[src/rtl/multdiv_unit_if.sv]
// Operand, start and result signals between the execute stage and the multiply/divide unit.
interface multdiv_unit_if #(
    parameter int unsigned WIDTH = 32
);
    logic [WIDTH-1:0] data_operandA;
    logic [WIDTH-1:0] data_operandB;
    logic             ctrl_MULT;
    logic             ctrl_DIV;
    logic [WIDTH-1:0] data_result;
    logic             data_exception;
    logic             data_resultRDY;
    logic             busy;

    modport master (
        output data_operandA, data_operandB, ctrl_MULT, ctrl_DIV,
        input  data_result, data_exception, data_resultRDY, busy
    );

    modport slave (
        input  data_operandA, data_operandB, ctrl_MULT, ctrl_DIV,
        output data_result, data_exception, data_resultRDY, busy
    );
endinterface

[src/rtl/multdiv_unit.sv]
// Iterative signed multiply (shift-add) / divide (restoring) unit working on operand magnitudes,
// one result bit per cycle, with the sign applied on the last iteration.
module multdiv_unit #(
    parameter int unsigned WIDTH = 32
) (
    input logic           clock,
    input logic           reset,
    multdiv_unit_if.slave bus_io
);
    localparam logic [1:0] StIdle = 2'd0;
    localparam logic [1:0] StMul  = 2'd1;
    localparam logic [1:0] StDiv  = 2'd2;
    localparam logic [1:0] StDone = 2'd3;

    localparam int unsigned AccW     = 2 * WIDTH;
    localparam logic [5:0]  LastIter = 6'(WIDTH - 1);

    logic [1:0]       state_q, state_d;
    logic [5:0]       cnt_q, cnt_d;
    logic [AccW-1:0]  acc_q, acc_d;
    logic [WIDTH-1:0] opb_q, opb_d;
    logic             sign_q, sign_d;
    logic             is_mul_q, is_mul_d;
    logic             div_exc_q, div_exc_d;
    logic [WIDTH-1:0] result_q, result_d;
    logic             exc_q, exc_d;
    logic             rdy_q, rdy_d;

    logic [WIDTH-1:0] op_a, op_b, mag_a, mag_b;
    logic             start, b_zero, div_ovf;

    assign op_a    = bus_io.data_operandA;
    assign op_b    = bus_io.data_operandB;
    assign mag_a   = op_a[WIDTH-1] ? -op_a : op_a;
    assign mag_b   = op_b[WIDTH-1] ? -op_b : op_b;
    assign start   = bus_io.ctrl_MULT | bus_io.ctrl_DIV;
    assign b_zero  = (op_b == '0);
    assign div_ovf = (op_a == {1'b1, {(WIDTH-1){1'b0}}}) && (&op_b);

    // Multiply: acc = {partial product, remaining multiplier}; opb holds the multiplicand.
    logic [WIDTH:0]  mul_hi;
    logic [AccW-1:0] mul_next;
    assign mul_hi   = acc_q[0] ? ({1'b0, acc_q[AccW-1:WIDTH]} + {1'b0, opb_q})
                               : {1'b0, acc_q[AccW-1:WIDTH]};
    assign mul_next = {mul_hi, acc_q[WIDTH-1:1]};

    // Divide: acc = {remainder, quotient}; opb holds the divisor.
    logic [WIDTH:0]   rem_sh;
    logic [WIDTH-1:0] rem_diff;
    logic [AccW-1:0]  div_next;
    assign rem_sh   = acc_q[AccW-1:WIDTH-1];
    assign rem_diff = rem_sh[WIDTH-1:0] - opb_q;
    assign div_next = (rem_sh >= {1'b0, opb_q})
                    ? {rem_diff, acc_q[WIDTH-2:0], 1'b1}
                    : {rem_sh[WIDTH-1:0], acc_q[WIDTH-2:0], 1'b0};

    logic [AccW-1:0] step;
    logic            hi_same;
    assign step    = is_mul_q ? mul_next : div_next;
    assign hi_same = (&acc_q[AccW-1:WIDTH-1]) | ~(|acc_q[AccW-1:WIDTH-1]);

    always_comb begin
        state_d   = state_q;
        cnt_d     = cnt_q;
        acc_d     = acc_q;
        opb_d     = opb_q;
        sign_d    = sign_q;
        is_mul_d  = is_mul_q;
        div_exc_d = div_exc_q;
        result_d  = result_q;
        exc_d     = exc_q;
        rdy_d     = 1'b0;
        if (start) begin
            // A new start always wins, aborting whatever is in flight.
            sign_d    = op_a[WIDTH-1] ^ op_b[WIDTH-1];
            cnt_d     = '0;
            is_mul_d  = bus_io.ctrl_MULT;
            div_exc_d = 1'b0;
            if (bus_io.ctrl_MULT) begin
                acc_d   = {{WIDTH{1'b0}}, mag_b};
                opb_d   = mag_a;
                state_d = StMul;
            end else begin
                acc_d   = {{WIDTH{1'b0}}, mag_a};
                opb_d   = mag_b;
                state_d = StDiv;
                if (b_zero) begin
                    acc_d     = '0;
                    div_exc_d = 1'b1;
                    state_d   = StDone;
                end else if (div_ovf) begin
                    div_exc_d = 1'b1;
                end
            end
        end else begin
            case (state_q)
                StMul, StDiv: begin
                    acc_d = step;
                    cnt_d = cnt_q + 6'd1;
                    if (cnt_q == LastIter) begin
                        state_d = StDone;
                        if (sign_q) begin
                            acc_d = is_mul_q ? -step
                                             : {step[AccW-1:WIDTH], -step[WIDTH-1:0]};
                        end
                    end
                end
                StDone: begin
                    result_d = acc_q[WIDTH-1:0];
                    exc_d    = is_mul_q ? ~hi_same : div_exc_q;
                    rdy_d    = 1'b1;
                    state_d  = StIdle;
                end
                default: ;
            endcase
        end
    end

    always_ff @(posedge clock) begin
        if (reset) begin
            state_q   <= StIdle;
            cnt_q     <= '0;
            acc_q     <= '0;
            opb_q     <= '0;
            sign_q    <= 1'b0;
            is_mul_q  <= 1'b0;
            div_exc_q <= 1'b0;
            result_q  <= '0;
            exc_q     <= 1'b0;
            rdy_q     <= 1'b0;
        end else begin
            state_q   <= state_d;
            cnt_q     <= cnt_d;
            acc_q     <= acc_d;
            opb_q     <= opb_d;
            sign_q    <= sign_d;
            is_mul_q  <= is_mul_d;
            div_exc_q <= div_exc_d;
            result_q  <= result_d;
            exc_q     <= exc_d;
            rdy_q     <= rdy_d;
        end
    end

    // The RDY cycle still counts as busy so the stall covers the result write.
    assign bus_io.busy           = (state_q != StIdle) | rdy_q;
    assign bus_io.data_result    = result_q;
    assign bus_io.data_exception = exc_q;
    assign bus_io.data_resultRDY = rdy_q;
endmodule

[src/flat_wrapper.sv]
// flat-port wrapper written by rule: the top's interface ports become plain ports
module multdiv_unit_flat 
#(
    parameter int unsigned WIDTH = 32
)
  (clock, reset, bus_io_data_operandA, bus_io_data_operandB, bus_io_ctrl_MULT, bus_io_ctrl_DIV, bus_io_data_result, bus_io_data_exception, bus_io_data_resultRDY, bus_io_busy);
  multdiv_unit_if #(.WIDTH(WIDTH)) bus_io_i ();
  input logic clock;
  input logic reset;
  input wire logic [$bits(bus_io_i.data_operandA)-1:0] bus_io_data_operandA;
  input wire logic [$bits(bus_io_i.data_operandB)-1:0] bus_io_data_operandB;
  input wire logic [$bits(bus_io_i.ctrl_MULT)-1:0] bus_io_ctrl_MULT;
  input wire logic [$bits(bus_io_i.ctrl_DIV)-1:0] bus_io_ctrl_DIV;
  output wire logic [$bits(bus_io_i.data_result)-1:0] bus_io_data_result;
  output wire logic [$bits(bus_io_i.data_exception)-1:0] bus_io_data_exception;
  output wire logic [$bits(bus_io_i.data_resultRDY)-1:0] bus_io_data_resultRDY;
  output wire logic [$bits(bus_io_i.busy)-1:0] bus_io_busy;
  assign bus_io_i.data_operandA = bus_io_data_operandA;
  assign bus_io_i.data_operandB = bus_io_data_operandB;
  assign bus_io_i.ctrl_MULT = bus_io_ctrl_MULT;
  assign bus_io_i.ctrl_DIV = bus_io_ctrl_DIV;
  assign bus_io_data_result = bus_io_i.data_result;
  assign bus_io_data_exception = bus_io_i.data_exception;
  assign bus_io_data_resultRDY = bus_io_i.data_resultRDY;
  assign bus_io_busy = bus_io_i.busy;
  multdiv_unit #(.WIDTH(WIDTH)) u_core (.clock(clock), .reset(reset), .bus_io(bus_io_i));
endmodule
[config.mk]
export PLATFORM = sky130hd
export DESIGN_NAME = multdiv_unit_flat
export DESIGN_NICKNAME = d
export VERILOG_FILES = /design/src/rtl/multdiv_unit_if.sv /design/src/rtl/multdiv_unit.sv /design/src/flat_wrapper.sv
export SDC_FILE = /design/constraint.sdc
export NUM_CORES = 1
export LEC_CHECK = 0
export BUFFER_PORTS_ARGS = -buffer_cell sky130_fd_sc_hd__buf_2
export CORE_ASPECT_RATIO = 1.75
export CORE_MARGIN = 2
export CORE_UTILIZATION = 60
export DETAILED_ROUTE_END_ITERATION = 10
export PLACE_DENSITY = 0.79
export RECOVER_POWER = 25
export SLEW_MARGIN = 20
export SYNTH_ARGS = -nofsm -noshare
export SYNTH_HDL_FRONTEND = slang
export SYNTH_SLANG_ARGS = --single-unit
[constraint.sdc]
create_clock -name clock -period 6.17 [get_ports clock]
set_input_delay 1.234 -clock clock [delete_from_list [all_inputs] [get_ports clock]]
set_output_delay 1.234 -clock clock [all_outputs]
set_load 0.05 [all_outputs]
# Word level (Yosys, flattened, before mapping)
# Cells that the tools add are included.
[word_totals]
ff_bits = 141
inputBits = 68
out_inout_bits = 35
wordCells = 66
[classes]
n_addsub = 7
magnitude_cmp = 1
eq_ne = 6
n_mux = 23
bitwise_logic = 7
reduce_logical = 12
[ops]
columns = ["cell", "count"]
rows = [
  ["64-bit 2-to-1 mux", 8],
  ["32-bit 2-to-1 mux", 4],
  ["32-bit negator", 3],
  ["64-bit negator", 1],
  ["32-bit by 32-bit adder with 33-bit output", 1],
  ["33-bit by 32-bit >= comparator with 1-bit output", 1],
  ["33-bit 2-to-1 mux", 1],
  ["33-bit AND reduction", 1],
  ["33-bit OR reduction", 1],
  ["32-bit equality test, second input constant", 1],
  ["32-bit zero test", 1],
  ["32-bit AND reduction", 1],
  ["32-bit subtractor", 1],
  ["6-bit by 1-bit adder with 6-bit output, second input constant", 1],
  ["6-bit by 5-bit equality test with 1-bit output, second input constant", 1],
  ["1-bit 2-to-1 mux", 6],
  ["2-bit 2-to-1 mux", 3],
  ["2-bit equality test, second input constant", 2],
  ["2-bit case mux with 2 select lines", 1],
  ["2-bit AND reduction", 2],
  ["2-bit nonzero test", 2],
  ["2-bit OR reduction", 2],
  ["3-bit by 1-bit inequality test with 1-bit output, second input constant", 1],
  ["1-bit NOT", 3],
  ["5 further kinds", 7],
]

# Depth between registers and ports, before layout
[logic_depth]
word_depth = 9
ltp_mapped = 23
ltp_nobuf = 20

# Worst setup path after synthesis
# OpenSTA, ideal clock, no wires.
[synth_timing]
path_kind = "input to register"
start = "input bus_io_data_operandA[9]"
end = "register u_core.acc_q[29]"
t_arrival_ps = 4609
t_required_ps = 6075
setup_slack_ps = 1465
path_stages = 11
cell_sequence = "or4_4 or3_1 or2_1 or3_4 or4_4 or4_1 or4_4 o31ai_4 xnor2_1 a21oi_1 a221oi_1"
[synth_via]
elab_chain_cells = 5
[synth_lines]
columns = ["element", "line", "text"]
rows = [
  ["start, declared", "flat_wrapper.sv:10", "input wire logic [$bits(bus_io_i.data_operandA)-1:0] bus_io_data_operandA;"],
  ["32-bit negator", "multdiv_unit.sv:34", "assign mag_a = op_a[WIDTH-1] ? -op_a : op_a;"],
  ["32-bit 2-to-1 mux", "multdiv_unit.sv:34", ""],
  ["32-bit 2-to-1 mux", "multdiv_unit.sv:87", "if (b_zero) begin"],
  ["64-bit 2-to-1 mux", "multdiv_unit.sv:79", "if (bus_io.ctrl_MULT) begin"],
  ["64-bit 2-to-1 mux", "multdiv_unit.sv:73", "if (start) begin"],
  ["end signal, assigned", "multdiv_unit.sv:123", "acc_q <= '0;"],
  ["end signal, assigned", "multdiv_unit.sv:134", "acc_q <= acc_d;"],
  ["end, declared", "multdiv_unit.sv:20", "logic [AccW-1:0] acc_q, acc_d;"],
]
# Every way passes these cells.
# A chain may end at the register's enable or synchronous reset.

# Final worst setup path
[layout_timing]
start = "register u_core.opb_q[13]"
end = "register u_core.acc_q[55]"
[layout_via]
elab_chain_cells = 9
elab_cells_between_ends = 12
classes_between = "add/sub: 3; order compare: 1; mux: 8"
[layout_lines]
columns = ["element", "line", "text"]
rows = [
  ["start, declared", "multdiv_unit.sv:21", "logic [WIDTH-1:0] opb_q, opb_d;"],
  ["start signal, assigned", "multdiv_unit.sv:135", "opb_q <= opb_d;"],
  ["32-bit by 32-bit adder with 33-bit output (tied with other cells)", "multdiv_unit.sv:43", "assign mul_hi = acc_q[0] ? ({1'b0, acc_q[AccW-1:WIDTH]} + {1'b0, opb_q})"],
  ["33-bit 2-to-1 mux or 64-bit 2-to-1 mux (tied branches)", "multdiv_unit.sv:43, multdiv_unit.sv:54", ""],
  ["64-bit 2-to-1 mux *", "multdiv_unit.sv:59", "assign step = is_mul_q ? mul_next : div_next;"],
  ["64-bit negator", "multdiv_unit.sv:103", "acc_d = is_mul_q ? -step"],
  ["64-bit 2-to-1 mux", "multdiv_unit.sv:103", ""],
  ["64-bit 2-to-1 mux", "multdiv_unit.sv:102", "if (sign_q) begin"],
  ["64-bit 2-to-1 mux *", "multdiv_unit.sv:100", "if (cnt_q == LastIter) begin"],
  ["64-bit 2-to-1 mux *", "multdiv_unit.sv:96", "case (state_q)"],
  ["64-bit 2-to-1 mux *", "multdiv_unit.sv:73", ""],
]
# Mark *: on every way between the ends. The rest lies on a longest branch, timed or not. The select of a mux whose other input is x is not followed.

==> impl_metrics.yaml <==
yosys:
  yosysWarnings: 0
  synth-compound-area-share: 0.314
  syn_inst: 1959
  synth_area_per_cell_um2: 7.13
  yosysSeqAreaShare: 0.202
  synth_top_area_frac: 0.202
  synth_nets: 2100
  synth-main-ff-cell: "dfxtp_1"
  synth_cell_types: 80
  synthArstFlopShare: 0
  synthAdderAreaFrac: 0.0664
  synthXorXnorAreaFrac: 0.0928
  ys_ff_latch: 141
  synth_commonest_cells: "a21oi_1, nand2_1, nor2_1, dfxtp_1, o21ai_0"
  synth_area_um2: 14000
  synth.mux.area_fraction: 0.0459
  yosysMostFrequentCell: "a21oi_1"
  synth_top_family_by_area: "compound AO/OA/AOI/OAI gates"
  synth-edff-count: 0
  ys_top_cells_by_area: "dfxtp_1, a21oi_1, ha_1, nand2_1, nor2_1"
  synthSimpleGateAreaFrac: 0.229
  synth_area_leader_cell: "dfxtp_1"
worst_setup_path:
  crit_arrival_ps: 5650
  worstSetupPathType: "register to register"
  startpoint_type: "register"
  r2r_slack_ps: 830
  r2r_end: "u_core.acc_q[55]"
  worst_setup_path_end_kind: "register"
  r2r_start: "u_core.opb_q[13]"
  critPathMaxFanout: 20
  required_ps: 6470
  reg2reg_depth: 16
clock_network:
  cts_root_buf: "clkbuf_16"
  cts_hold_buf: 0
  clockBufferDepth: 2
  cts_max_level: 4
  cts.repair.resized: 0
  clock_sinks: 141
  cts_tree: "yes"
  cts-buffers-inserted: 17
  clk_pin_slew_ps: 60
  cts_setup_buffers: 0
  clk-insertion-delay-late_ps: 450
global_route:
  overflow: 0
  grt_pass1_wl_um: 84500
  grt_usage: 0.441
  grt_start_max_net_pins: 92
  grt_pass1_vias: 15700
  antenna_found_initial: 2
drt:
  wire_per_inst_um: 23.7
  dr.pass1.iters: 6
  finalWirelength_um: 54700
  drc: 0
  num_vias: 16190
  drt_iter0_drc: 1592
  ant_nets: 0
  avgViaCountPerCell: 7.03
timing:
  rsz0062_at_grt: "no"
  post-route-min-period_ps: 5340
  finalCritPeriodShare: 0.866
  max_clock_freq_mhz: 187
  finalHoldViolCount: 0
  clock_skew_ps: 7.87
  timing.final.max_slew_violations: 107
  worst_pin_slew_ps: 2500
  setup_viol: 0
  setup_tns_ps: 0
  slew-limit-headroom: -0.669
power_and_ir_drop:
  powerDensity_nw_per_um2: 210
  p_leak_nw: 5.88
  ir_worst_vdd_uv: 210
floorplan:
  die-width_um: 119
  ios: 103
  rows: 73
  die_h_um: 206
  dieArea_um2: 24600
  coreArea_um2: 22800
  initial_core_util: 0.612
min_path:
  hold_path_class: "register to register"
  holdPathEnd: "u_core.bus_io.data_result[4]"
  hold_depth: 2
  hold_path.startpoint: "u_core.bus_io.data_result[4]"
cells_and_area:
  final_nets: 2129
  fin_util: 0.666
  layout-drive-gt1-share: 0.0900
  stdcell_area_um2: 15200
  syn_to_final_growth_pct: 8.85
place:
  placedInstanceArea_um2: 14600
  io_buffers: 102
  hpwl_um: 40900
  gp_congestion: 1.07
outcome:
  violations: "max-capacitance violations, max-slew violations"
  status: "finished with violations"
job:
  timing.max_cap.violations: 2
[kinds of logic after synthesis]
| kind of cell | count (synthesis) |
|---|---|
| buffers and inverters | 184 |
| adders and majority gates | 73 |
| DFF | 141 |
| xor gates and xnor gates | 148 |
| muxes | 62 |
| AOI/OAI and AO/OA | 679 |
| and+or+nand+nor | 672 |
[cells in the final DEF, fill, tap and decap left out, types with 7 or more instances in the layout]
cell,n
a211oi_1,75
a21o_1,35
a21oi_1,213
a221oi_1,12
a311oi_1,9
a31oi_1,36
and2_1,14
and3_1,23
buf_2,66
buf_4,32
clkbuf_1,37
clkbuf_16,17
dfxtp_1,140
ha_1,70
inv_1,59
mux2_2,17
mux2i_1,45
nand2_1,205
nand2b_1,17
nand3_1,32
nand4_1,40
nor2_1,199
nor2b_1,12
nor3_1,40
nor4_1,23
o211ai_1,21
o21a_1,22
o21ai_0,120
o21bai_1,8
o311ai_0,7
o31ai_1,28
o41ai_1,9
or2_2,13
or3_1,20
or4_1,11
xnor2_1,77
xor2_1,71
[sequential cells by signal, summed over array words and instances, names as in the netlist]
name,flops
u_core.acc_q,64
u_core.bus_io.data_result,32
u_core.opb_q,32
u_core.cnt_q,6
u_core.state_q,2
u_core.bus_io.data_exception,1
u_core.bus_io.data_resultRDY,1
u_core.div_exc_q,1
u_core.is_mul_q,1
u_core.sign_q,1
[power by group]
part | internal [mW] | total, mW | leakage (nW) | switching (mW)
registers | 0.957 | 1.04 | 1.15 | 0.0842
logic | 0.373 | 1.04 | 4.42 | 0.664
clock network | 0.657 | 1.11 | 0.305 | 0.458
total | 1.99 | 3.19 | 5.88 | 1.21
[area by class of cell]
type | count | area (um2)
tap | 300 | 375
clock inverter | 13 | 180
timing repair buffer | 134 | 706
fill | 2104 | 7630
multi-input combinational | 1634 | 10500
inverter | 60 | 225
clock buffer | 19 | 443
sequential | 141 | 2830
antenna | 1 | 2.50
[through the flow]
| step | std cells | power (mW) | hold WS [ps] | setup WS [ps] |
|---|---|---|---|---|
| after detailed placement | 2268 | 2.04 | 447 | 937 |
| after floorplan | 1959 | 1.74 | 459 | 1470 |
| after CTS | 2300 | 3.15 | 457 | 1120 |
| final | 2302 | 3.19 | 460 | 828 |
| after global placement | 2268 | 2.03 | 441 | 954 |
| after global routing | 2302 | 3.31 | 474 | 529 |
[worst max-delay path by stage]
stage                        startpoint                to  slack (ps)  cells past startpoint
2_1_floorplan   bus_io_data_operandA[9]  u_core.acc_q[29]        1470                     11
3_3_place_gp   bus_io_data_operandB[10]   u_core.acc_q[5]         950                     14
3_5_place_dp   bus_io_data_operandB[10]   u_core.acc_q[5]         940                     14
4_1_cts                u_core.opb_q[17]  u_core.acc_q[55]        1120                     16
5_1_grt                u_core.opb_q[17]  u_core.acc_q[55]         530                     16
6_report               u_core.opb_q[13]  u_core.acc_q[55]         830                     16
[critical path, cell delays in order (launching register included)]
cell and delay [ps]:
dfxtp_1 480, inv_1 80, ha_1 410, and3_1 210, nand4_1 370, o311a_1 460
o21ai_1 500, buf_4 260, nor2_1 70, buf_4 250, o311ai_0 800, a211oi_1 300
and3_1 290, and3_1 190, a31oi_1 220, xnor2_1 170, o21ai_0 110
[metal layers]
metal,up-vias,global-route usage,wire length (um)
li1,7312,-,-
met1,7466,0.463,18500
met2,1059,0.741,25600
met3,351,0.0880,4870
met4,2,0.400,5730
met5,-,0,14
(Power assumes the default switching activity.)
